==> config.mk <==
export PLATFORM = sky130hd
export DESIGN_NAME = sid_mixer_flat
export DESIGN_NICKNAME = d
export VERILOG_FILES = /design/src/rtl/sid_pkg.sv /design/src/rtl/sid_mixer_if.sv /design/src/rtl/sid_mixer_regs.sv /design/src/rtl/sid_mixer.sv /design/src/flat_wrapper.sv
export SDC_FILE = /design/constraint.sdc
export NUM_CORES = 1
export LEC_CHECK = 0
export BUFFER_PORTS_ARGS = -buffer_cell sky130_fd_sc_hd__buf_4
export CORE_MARGIN = 2
export CORE_UTILIZATION = 29
export CTS_CLUSTER_DIAMETER = 80
export DETAILED_ROUTE_END_ITERATION = 7
export PLACE_DENSITY = 0.51
export SYNTH_ARGS = -nofsm -noshare
export SYNTH_HDL_FRONTEND = slang
export SYNTH_HIERARCHICAL = 1
export SYNTH_SLANG_ARGS = --single-unit
==> constraint.sdc <==
create_clock -name clk -period 6.6 [get_ports clk]
set_input_delay 0.66 -clock clk [delete_from_list [all_inputs] [get_ports clk]]
set_output_delay 0.66 -clock clk [all_outputs]
set_load 0.03 [all_outputs]
==> src/rtl/sid_pkg.sv <==
// Shared definitions for the SID output stage: register map, mixer sequencer states,
// accumulator width and the 16-bit saturation helper.
package sid_pkg;

    localparam logic [4:0] ADDR_RES_FILT = 5'h17;
    localparam logic [4:0] ADDR_MODE_VOL = 5'h18;

    localparam int unsigned ACC_W = 19;

    typedef enum logic [3:0] {
        StIdle, StV0, StV1, StV2, StFlt, StM3, StM2, StM1, StM0, StOut
    } mix_state_e;

    typedef struct packed {
        logic [2:0] route;
        logic [3:0] vol;
        logic       mode_lp;
        logic       mode_bp;
        logic       mode_hp;
        logic       off3;
    } mix_cfg_t;

    function automatic logic signed [15:0] sat16(input logic signed [31:0] x);
        if (x > 32'sd32767) begin
            return 16'sh7fff;
        end else if (x < -32'sd32768) begin
            return 16'sh8000;
        end
        return x[15:0];
    endfunction

endpackage

==> src/rtl/sid_mixer_if.sv <==
// Sample, register-bus and output signals of the SID mixer; the mixer takes the slave side.
interface sid_mixer_if;

    logic               clkEn;
    logic signed [15:0] iVoice0;
    logic signed [15:0] iVoice1;
    logic signed [15:0] iVoice2;
    logic signed [15:0] iLP;
    logic signed [15:0] iBP;
    logic signed [15:0] iHP;
    logic               WR;
    logic [4:0]         ADDR;
    logic [7:0]         DATA;
    logic signed [15:0] oFiltIn;
    logic signed [15:0] oOut;
    logic               oValid;

    modport master (
        output clkEn, iVoice0, iVoice1, iVoice2, iLP, iBP, iHP, WR, ADDR, DATA,
        input  oFiltIn, oOut, oValid
    );

    modport slave (
        input  clkEn, iVoice0, iVoice1, iVoice2, iLP, iBP, iHP, WR, ADDR, DATA,
        output oFiltIn, oOut, oValid
    );

endinterface

==> src/rtl/sid_mixer_regs.sv <==
// Mixer register decode. Bus writes land in the register file; the sequencer only ever
// sees the snapshot taken on the sample strobe, so writes apply from the next sample.
module sid_mixer_regs
    import sid_pkg::*;
(
    input  logic       clk,
    input  logic       rst_n,
    input  logic       wr_i,
    input  logic [4:0] addr_i,
    input  logic [7:0] data_i,
    input  logic       start_i,
    output mix_cfg_t   cfg_o
);

    mix_cfg_t reg_d, reg_q;
    mix_cfg_t cfg_d, cfg_q;

    always_comb begin
        reg_d = reg_q;
        cfg_d = cfg_q;
        if (wr_i) begin
            // Upper nibble of the route register is the filter's resonance field.
            if (addr_i == ADDR_RES_FILT) begin
                reg_d.route = data_i[2:0];
            end else if (addr_i == ADDR_MODE_VOL) begin
                reg_d.vol     = data_i[3:0];
                reg_d.mode_lp = data_i[4];
                reg_d.mode_bp = data_i[5];
                reg_d.mode_hp = data_i[6];
                reg_d.off3    = data_i[7];
            end
        end
        if (start_i) begin
            cfg_d = reg_q;
        end
    end

    always_ff @(posedge clk or negedge rst_n) begin
        if (!rst_n) begin
            reg_q <= '0;
            cfg_q <= '0;
        end else begin
            reg_q <= reg_d;
            cfg_q <= cfg_d;
        end
    end

    assign cfg_o = cfg_q;

endmodule

==> src/rtl/sid_mixer.sv <==
// SID output mixer: per sample, routes voices to the filter input or the direct path, adds
// the selected filter outputs, scales by master volume with a 4-step shift-add and saturates.
module sid_mixer #(
    parameter int unsigned ACC_W = sid_pkg::ACC_W
) (
    input logic        clk,
    input logic        rst_n,
    sid_mixer_if.slave bus
);
    import sid_pkg::*;

    localparam int unsigned PW = ACC_W + 4;

    mix_cfg_t                 cfg;
    mix_state_e               state_d, state_q;
    logic signed [15:0]       voice_d [3];
    logic signed [15:0]       voice_q [3];
    logic signed [15:0]       lp_d, lp_q, bp_d, bp_q, hp_d, hp_q;
    logic signed [ACC_W-1:0]  acc_dir_d, acc_dir_q, acc_flt_d, acc_flt_q;
    logic signed [PW-1:0]     prod_d, prod_q;
    logic signed [15:0]       filt_in_d, filt_in_q, out_d, out_q;
    logic                     valid_d, valid_q;
    logic                     add_voice, mul_step;
    logic [1:0]               vidx;
    logic [1:0]               vbit;

    sid_mixer_regs u_regs (
        .clk    (clk),
        .rst_n  (rst_n),
        .wr_i   (bus.WR),
        .addr_i (bus.ADDR),
        .data_i (bus.DATA),
        .start_i(bus.clkEn),
        .cfg_o  (cfg)
    );

    always_comb begin
        state_d   = state_q;
        voice_d   = voice_q;
        lp_d      = lp_q;
        bp_d      = bp_q;
        hp_d      = hp_q;
        acc_dir_d = acc_dir_q;
        acc_flt_d = acc_flt_q;
        prod_d    = prod_q;
        filt_in_d = filt_in_q;
        out_d     = out_q;
        valid_d   = 1'b0;
        add_voice = 1'b0;
        mul_step  = 1'b0;
        vidx      = 2'd0;
        vbit      = 2'd0;

        // A strobe always wins: any running sequence restarts from the fresh snapshot.
        if (bus.clkEn) begin
            voice_d[0] = bus.iVoice0;
            voice_d[1] = bus.iVoice1;
            voice_d[2] = bus.iVoice2;
            lp_d       = bus.iLP;
            bp_d       = bus.iBP;
            hp_d       = bus.iHP;
            acc_dir_d  = '0;
            acc_flt_d  = '0;
            prod_d     = '0;
            state_d    = StV0;
        end else begin
            unique case (state_q)
                StIdle: ;
                StV0:   begin add_voice = 1'b1; vidx = 2'd0; state_d = StV1;  end
                StV1:   begin add_voice = 1'b1; vidx = 2'd1; state_d = StV2;  end
                StV2:   begin add_voice = 1'b1; vidx = 2'd2; state_d = StFlt; end
                StFlt: begin
                    if (cfg.mode_lp) acc_dir_d = acc_dir_d + ACC_W'(lp_q);
                    if (cfg.mode_bp) acc_dir_d = acc_dir_d + ACC_W'(bp_q);
                    if (cfg.mode_hp) acc_dir_d = acc_dir_d + ACC_W'(hp_q);
                    filt_in_d = sat16(32'(acc_flt_q));
                    state_d   = StM3;
                end
                StM3:   begin mul_step = 1'b1; vbit = 2'd3; state_d = StM2;  end
                StM2:   begin mul_step = 1'b1; vbit = 2'd2; state_d = StM1;  end
                StM1:   begin mul_step = 1'b1; vbit = 2'd1; state_d = StM0;  end
                StM0:   begin mul_step = 1'b1; vbit = 2'd0; state_d = StOut; end
                StOut: begin
                    out_d   = sat16(32'(prod_q >>> 4));
                    valid_d = 1'b1;
                    state_d = StIdle;
                end
                default: state_d = StIdle;
            endcase

            // off3 only mutes voice 2 on the direct path, never when it feeds the filter.
            if (add_voice) begin
                if (cfg.route[vidx]) begin
                    acc_flt_d = acc_flt_q + ACC_W'(voice_q[vidx]);
                end else if (!(vidx == 2'd2 && cfg.off3)) begin
                    acc_dir_d = acc_dir_q + ACC_W'(voice_q[vidx]);
                end
            end

            if (mul_step) begin
                prod_d = prod_q <<< 1;
                if (cfg.vol[vbit]) prod_d = prod_d + PW'(acc_dir_q);
            end
        end
    end

    always_ff @(posedge clk or negedge rst_n) begin
        if (!rst_n) begin
            state_q   <= StIdle;
            voice_q   <= '{default: '0};
            lp_q      <= '0;
            bp_q      <= '0;
            hp_q      <= '0;
            acc_dir_q <= '0;
            acc_flt_q <= '0;
            prod_q    <= '0;
            filt_in_q <= '0;
            out_q     <= '0;
            valid_q   <= 1'b0;
        end else begin
            state_q   <= state_d;
            voice_q   <= voice_d;
            lp_q      <= lp_d;
            bp_q      <= bp_d;
            hp_q      <= hp_d;
            acc_dir_q <= acc_dir_d;
            acc_flt_q <= acc_flt_d;
            prod_q    <= prod_d;
            filt_in_q <= filt_in_d;
            out_q     <= out_d;
            valid_q   <= valid_d;
        end
    end

    assign bus.oFiltIn = filt_in_q;
    assign bus.oOut    = out_q;
    assign bus.oValid  = valid_q;

endmodule

==> src/flat_wrapper.sv <==
// flat-port wrapper written by rule: the top's interface ports become plain ports
module sid_mixer_flat import sid_pkg::*;
#(
    parameter int unsigned ACC_W = sid_pkg::ACC_W
)
  (clk, rst_n, bus_clkEn, bus_iVoice0, bus_iVoice1, bus_iVoice2, bus_iLP, bus_iBP, bus_iHP, bus_WR, bus_ADDR, bus_DATA, bus_oFiltIn, bus_oOut, bus_oValid);
  sid_mixer_if bus_i ();
  input logic clk;
  input logic rst_n;
  input wire logic [$bits(bus_i.clkEn)-1:0] bus_clkEn;
  input wire logic [$bits(bus_i.iVoice0)-1:0] bus_iVoice0;
  input wire logic [$bits(bus_i.iVoice1)-1:0] bus_iVoice1;
  input wire logic [$bits(bus_i.iVoice2)-1:0] bus_iVoice2;
  input wire logic [$bits(bus_i.iLP)-1:0] bus_iLP;
  input wire logic [$bits(bus_i.iBP)-1:0] bus_iBP;
  input wire logic [$bits(bus_i.iHP)-1:0] bus_iHP;
  input wire logic [$bits(bus_i.WR)-1:0] bus_WR;
  input wire logic [$bits(bus_i.ADDR)-1:0] bus_ADDR;
  input wire logic [$bits(bus_i.DATA)-1:0] bus_DATA;
  output wire logic [$bits(bus_i.oFiltIn)-1:0] bus_oFiltIn;
  output wire logic [$bits(bus_i.oOut)-1:0] bus_oOut;
  output wire logic [$bits(bus_i.oValid)-1:0] bus_oValid;
  assign bus_i.clkEn = bus_clkEn;
  assign bus_i.iVoice0 = bus_iVoice0;
  assign bus_i.iVoice1 = bus_iVoice1;
  assign bus_i.iVoice2 = bus_iVoice2;
  assign bus_i.iLP = bus_iLP;
  assign bus_i.iBP = bus_iBP;
  assign bus_i.iHP = bus_iHP;
  assign bus_i.WR = bus_WR;
  assign bus_i.ADDR = bus_ADDR;
  assign bus_i.DATA = bus_DATA;
  assign bus_oFiltIn = bus_i.oFiltIn;
  assign bus_oOut = bus_i.oOut;
  assign bus_oValid = bus_i.oValid;
  sid_mixer #(.ACC_W(ACC_W)) u_core (.clk(clk), .rst_n(rst_n), .bus(bus_i));
endmodule
==> metrics.csv <==
stage,metric,value,unit
setup_path,worst-path-buf-inv,1,
run_status,status,completed,
synth,syn_nets,1802,
layout,final_nets,1944,
detailed_routing,postRouteAntennaNets,0,
timing,grt_setup_unrepaired,no,
setup_path,start_kind,flip-flop,
clocking,cts_made_buffers,30,
floorplan,core,50300,um^2
detailed_routing,first_iter_violations,871,
timing,fin_worst_skew,29.3,ps
clocking,cts_root_buf,clkbuf_16,
detailed_routing,drc,0,
timing,fin_crit,6100,ps
global_route,grt_use_met3,2.58,%
synth,yosysWarnings,6,
synth,async_flop_share,100,%
synth,yosys.area_share.adder,10.3,%
clocking,htreeDepth,1,
global_route,grtUsageMet2,27.2,%
synth,ys_types,88,
power_and_ir_drop,worst_ir_drop_vdd,0.224,mV
global_route,overflow,0,
detailed_routing,wl_per_cell,18.4,um
placed_design,gp_congestion,0.859,
timing,max_freq,164,MHz
global_route,antenna_found_initial,0,
floorplan,std_cell_rows,82,
synth,yosysSeqAreaShare,36.5,%
clocking,cts_buffer_depth,3,
synth,synth.ff_latch_count,216,
power_and_ir_drop,p_leak,8.07,nW
timing,hold_viol_final,0,
synth,syn_avg_cell_area,9.42,um^2
clocking,post_cts_buffers,0,
global_route,grt_max_degree,111,
layout,diodes,0,
layout,drive_gt1_share,22.0,%
synth,synth-simple-area-share,13.8,%
synth,yosys.area_share.xor_xnor,4.06,%
floorplan,num_io_pins,146,
global_route,grt_use_total,16.7,%
setup_path,worstPathCellList,ha_1 > fa_1 > a211oi_2 > o21ai_0 > a21oi_1 > xnor2_1 > mux2_2 > ha_1 > o21a_1 > nor2_1 > a211oi_1 > nor2_1 > mux2_2 > ha_1 > inv_1 > or3_1 > a211oi_2 > o21ai_2 > o21ai_2 > o31a_1 > mux2i_1 > xnor3_1 > a221o_1,
timing,period_share,92.4,%
clocking,clk_latency,600,ps
setup_path,crit_arrival,6580,ps
timing,finalSetupTns,0,ps
synth,synth_top_family_by_area,compound AO/OA/AOI/OAI gates,
floorplan,die_h,230,um
floorplan,die_w,230,um
clocking,clk_pin_slew,60,ps
timing,worst_pin_slew,1070,ps
clocking,clock-sinks,216,
setup_path,critPathMaxStageDelay,480,ps
placed_design,hpwl,33100,um
setup_path,crit_top_cell,ha_1,
timing,finalSetupViolations,0,
layout,area_delta_synth_final,19.8,%
synth,synthFlopType,dfrtp_1,
setup_path,worstPathMaxFanout,5,
setup_path,required,7080,ps
setup_path,critPathCaptureType,flip-flop,
placed_design,numPortBuffers,145,
synth,synth_edf_count,0,
setup_path,critical-path-top-delay-family,compound AO/OA/AOI/OAI gates,
global_route,grt_pass1_wl,70000,um
flow_run,cap_violations,0,
floorplan,die_area,52800,um^2
detailed_routing,drt-pass1-iter-count,5,
setup_path,critical_path_class,flip-flop to flip-flop,
synth,syn_inst,1571,
detailed_routing,via_per_inst,5.13,
synth,synthMuxAreaShare,12.6,%
layout,layout_commonest_cell,dfrtp_1,
hold_path,hold_path_class,input port to asynchronous set/reset pin,
layout,final_core_util,35.2,%
global_route,grt_pass1_vias,12200,
timing,slew-limit-headroom,27.9,%
detailed_routing,num_vias,12300,
clocking,holdBufCountCts,0,
timing,finalMaxSlewViolations,0,
power_and_ir_drop,p_per_area,429,nW/um^2
floorplan,start_util,29.4,%
synth,synth_compound_area_share,19.9,%
clocking,cts_resized,0,
layout,layout_common_cells,"dfrtp_1 (216), buf_4 (166), nor2_1 (153), a21oi_1 (152), mux2_2 (132)",
setup_path,cp_slowest_cell,a211oi_1,
clocking,tritoncts,yes,
timing,hold_ws,150,ps
detailed_routing,wirelength,44400,um
global_route,grt_most_used_layer,met2,
synth,netlist_area,14800,um^2
global_route,met1_usage,22.9,%
-- cell type report --
| cell class | instances | area, um^2 |
|---|---|---|
| Timing Repair Buffer | 169 | 1290 |
| Multi-Input combinational cell | 1242 | 8990 |
| Inverter | 54 | 203 |
| Tap cell | 672 | 841 |
| Clock inverter | 11 | 97.6 |
| Sequential cell | 216 | 5410 |
| Clock buffer | 43 | 890 |
| Fill cell | 5161 | 32600 |
-- metal layers --
layer | part of all wire [%] | wire, um
met3 | 4.7 | 2090
met2 | 46 | 20400
met4 | 2.8 | 1230
met5 | 0 | 0
met1 | 47 | 20700
-- report_power, final --
group / internal [mW] / switching, mW
Clock: 0.937 / 0.658
Sequential: 1.58 / 0.302
Combinational: 1.73 / 2.40
Total: 4.24 / 3.36
-- stage by stage --
stage	total power, mW	setup WS, ps	area [um^2]	cells
4_1_cts	7.65	532	17700	2407
2_1_floorplan	4.81	1060	14800	1571
5_1_grt	8.19	205	17700	2407
3_5_place_dp	6.00	577	16700	2353
6_report	7.60	499	17700	2407
3_3_place_gp	5.96	608	16700	2353
-- cell families after synthesis --
| family | after synthesis |
|---|---|
| flops | 216 |
| fa+ha+maj | 118 |
| mux | 169 |
| compound gates | 460 |
| xor+xnor | 67 |
| simple gates | 428 |
| buf+inv | 113 |
-- synthesized netlist by cell type, drive strengths merged (17+ instances only) --
master,count,area [um^2]
a211oi,22,180
a21o,36,270
a21oi,154,778
clkbuf,52,195
dfrtp,216,5410
ha,112,1400
inv,52,195
mux2,135,1520
mux2i,34,340
nand2,112,420
nand3,23,128
nor2,153,574
nor2b,17,114
nor3,33,170
o21a,17,128
o21ai,106,538
xnor2,33,289
xor2,33,289
-- final timing paths --
path	start	to	slack [ps]	cells past startpoint
hold reg to reg	u_core/u_regs/reg_q[0]	u_core/u_regs/reg_q[0]	500	1
setup / recovery	u_core/acc_dir_q[0]	u_core/acc_dir_q[18]	500	23
min in group clk	bus_iBP[15]	u_core/bp_q[15]	290	3
max in group asynchronous	rst_n	u_core/voice_q[34]	5390	2
hold / removal	rst_n	u_core/lp_q[9]	150	1
setup reg to reg	u_core/acc_dir_q[0]	u_core/acc_dir_q[18]	500	23
-- state kept, by name, summed over array words and instances, names as in the netlist --
name and flops:
u_core/hp_q 16, u_core/prod_q 23, u_core/bus.oFiltIn 16, u_core/acc_dir_q 19
u_core/bus.oValid 1, u_core/state_q 4, u_core/u_regs/cfg_o 11, u_core/bus.oOut 16
u_core/u_regs/reg_q 11, u_core/voice_q 48, u_core/lp_q 16, u_core/acc_flt_q 19
u_core/bp_q 16
(Power assumes the default switching activity.)
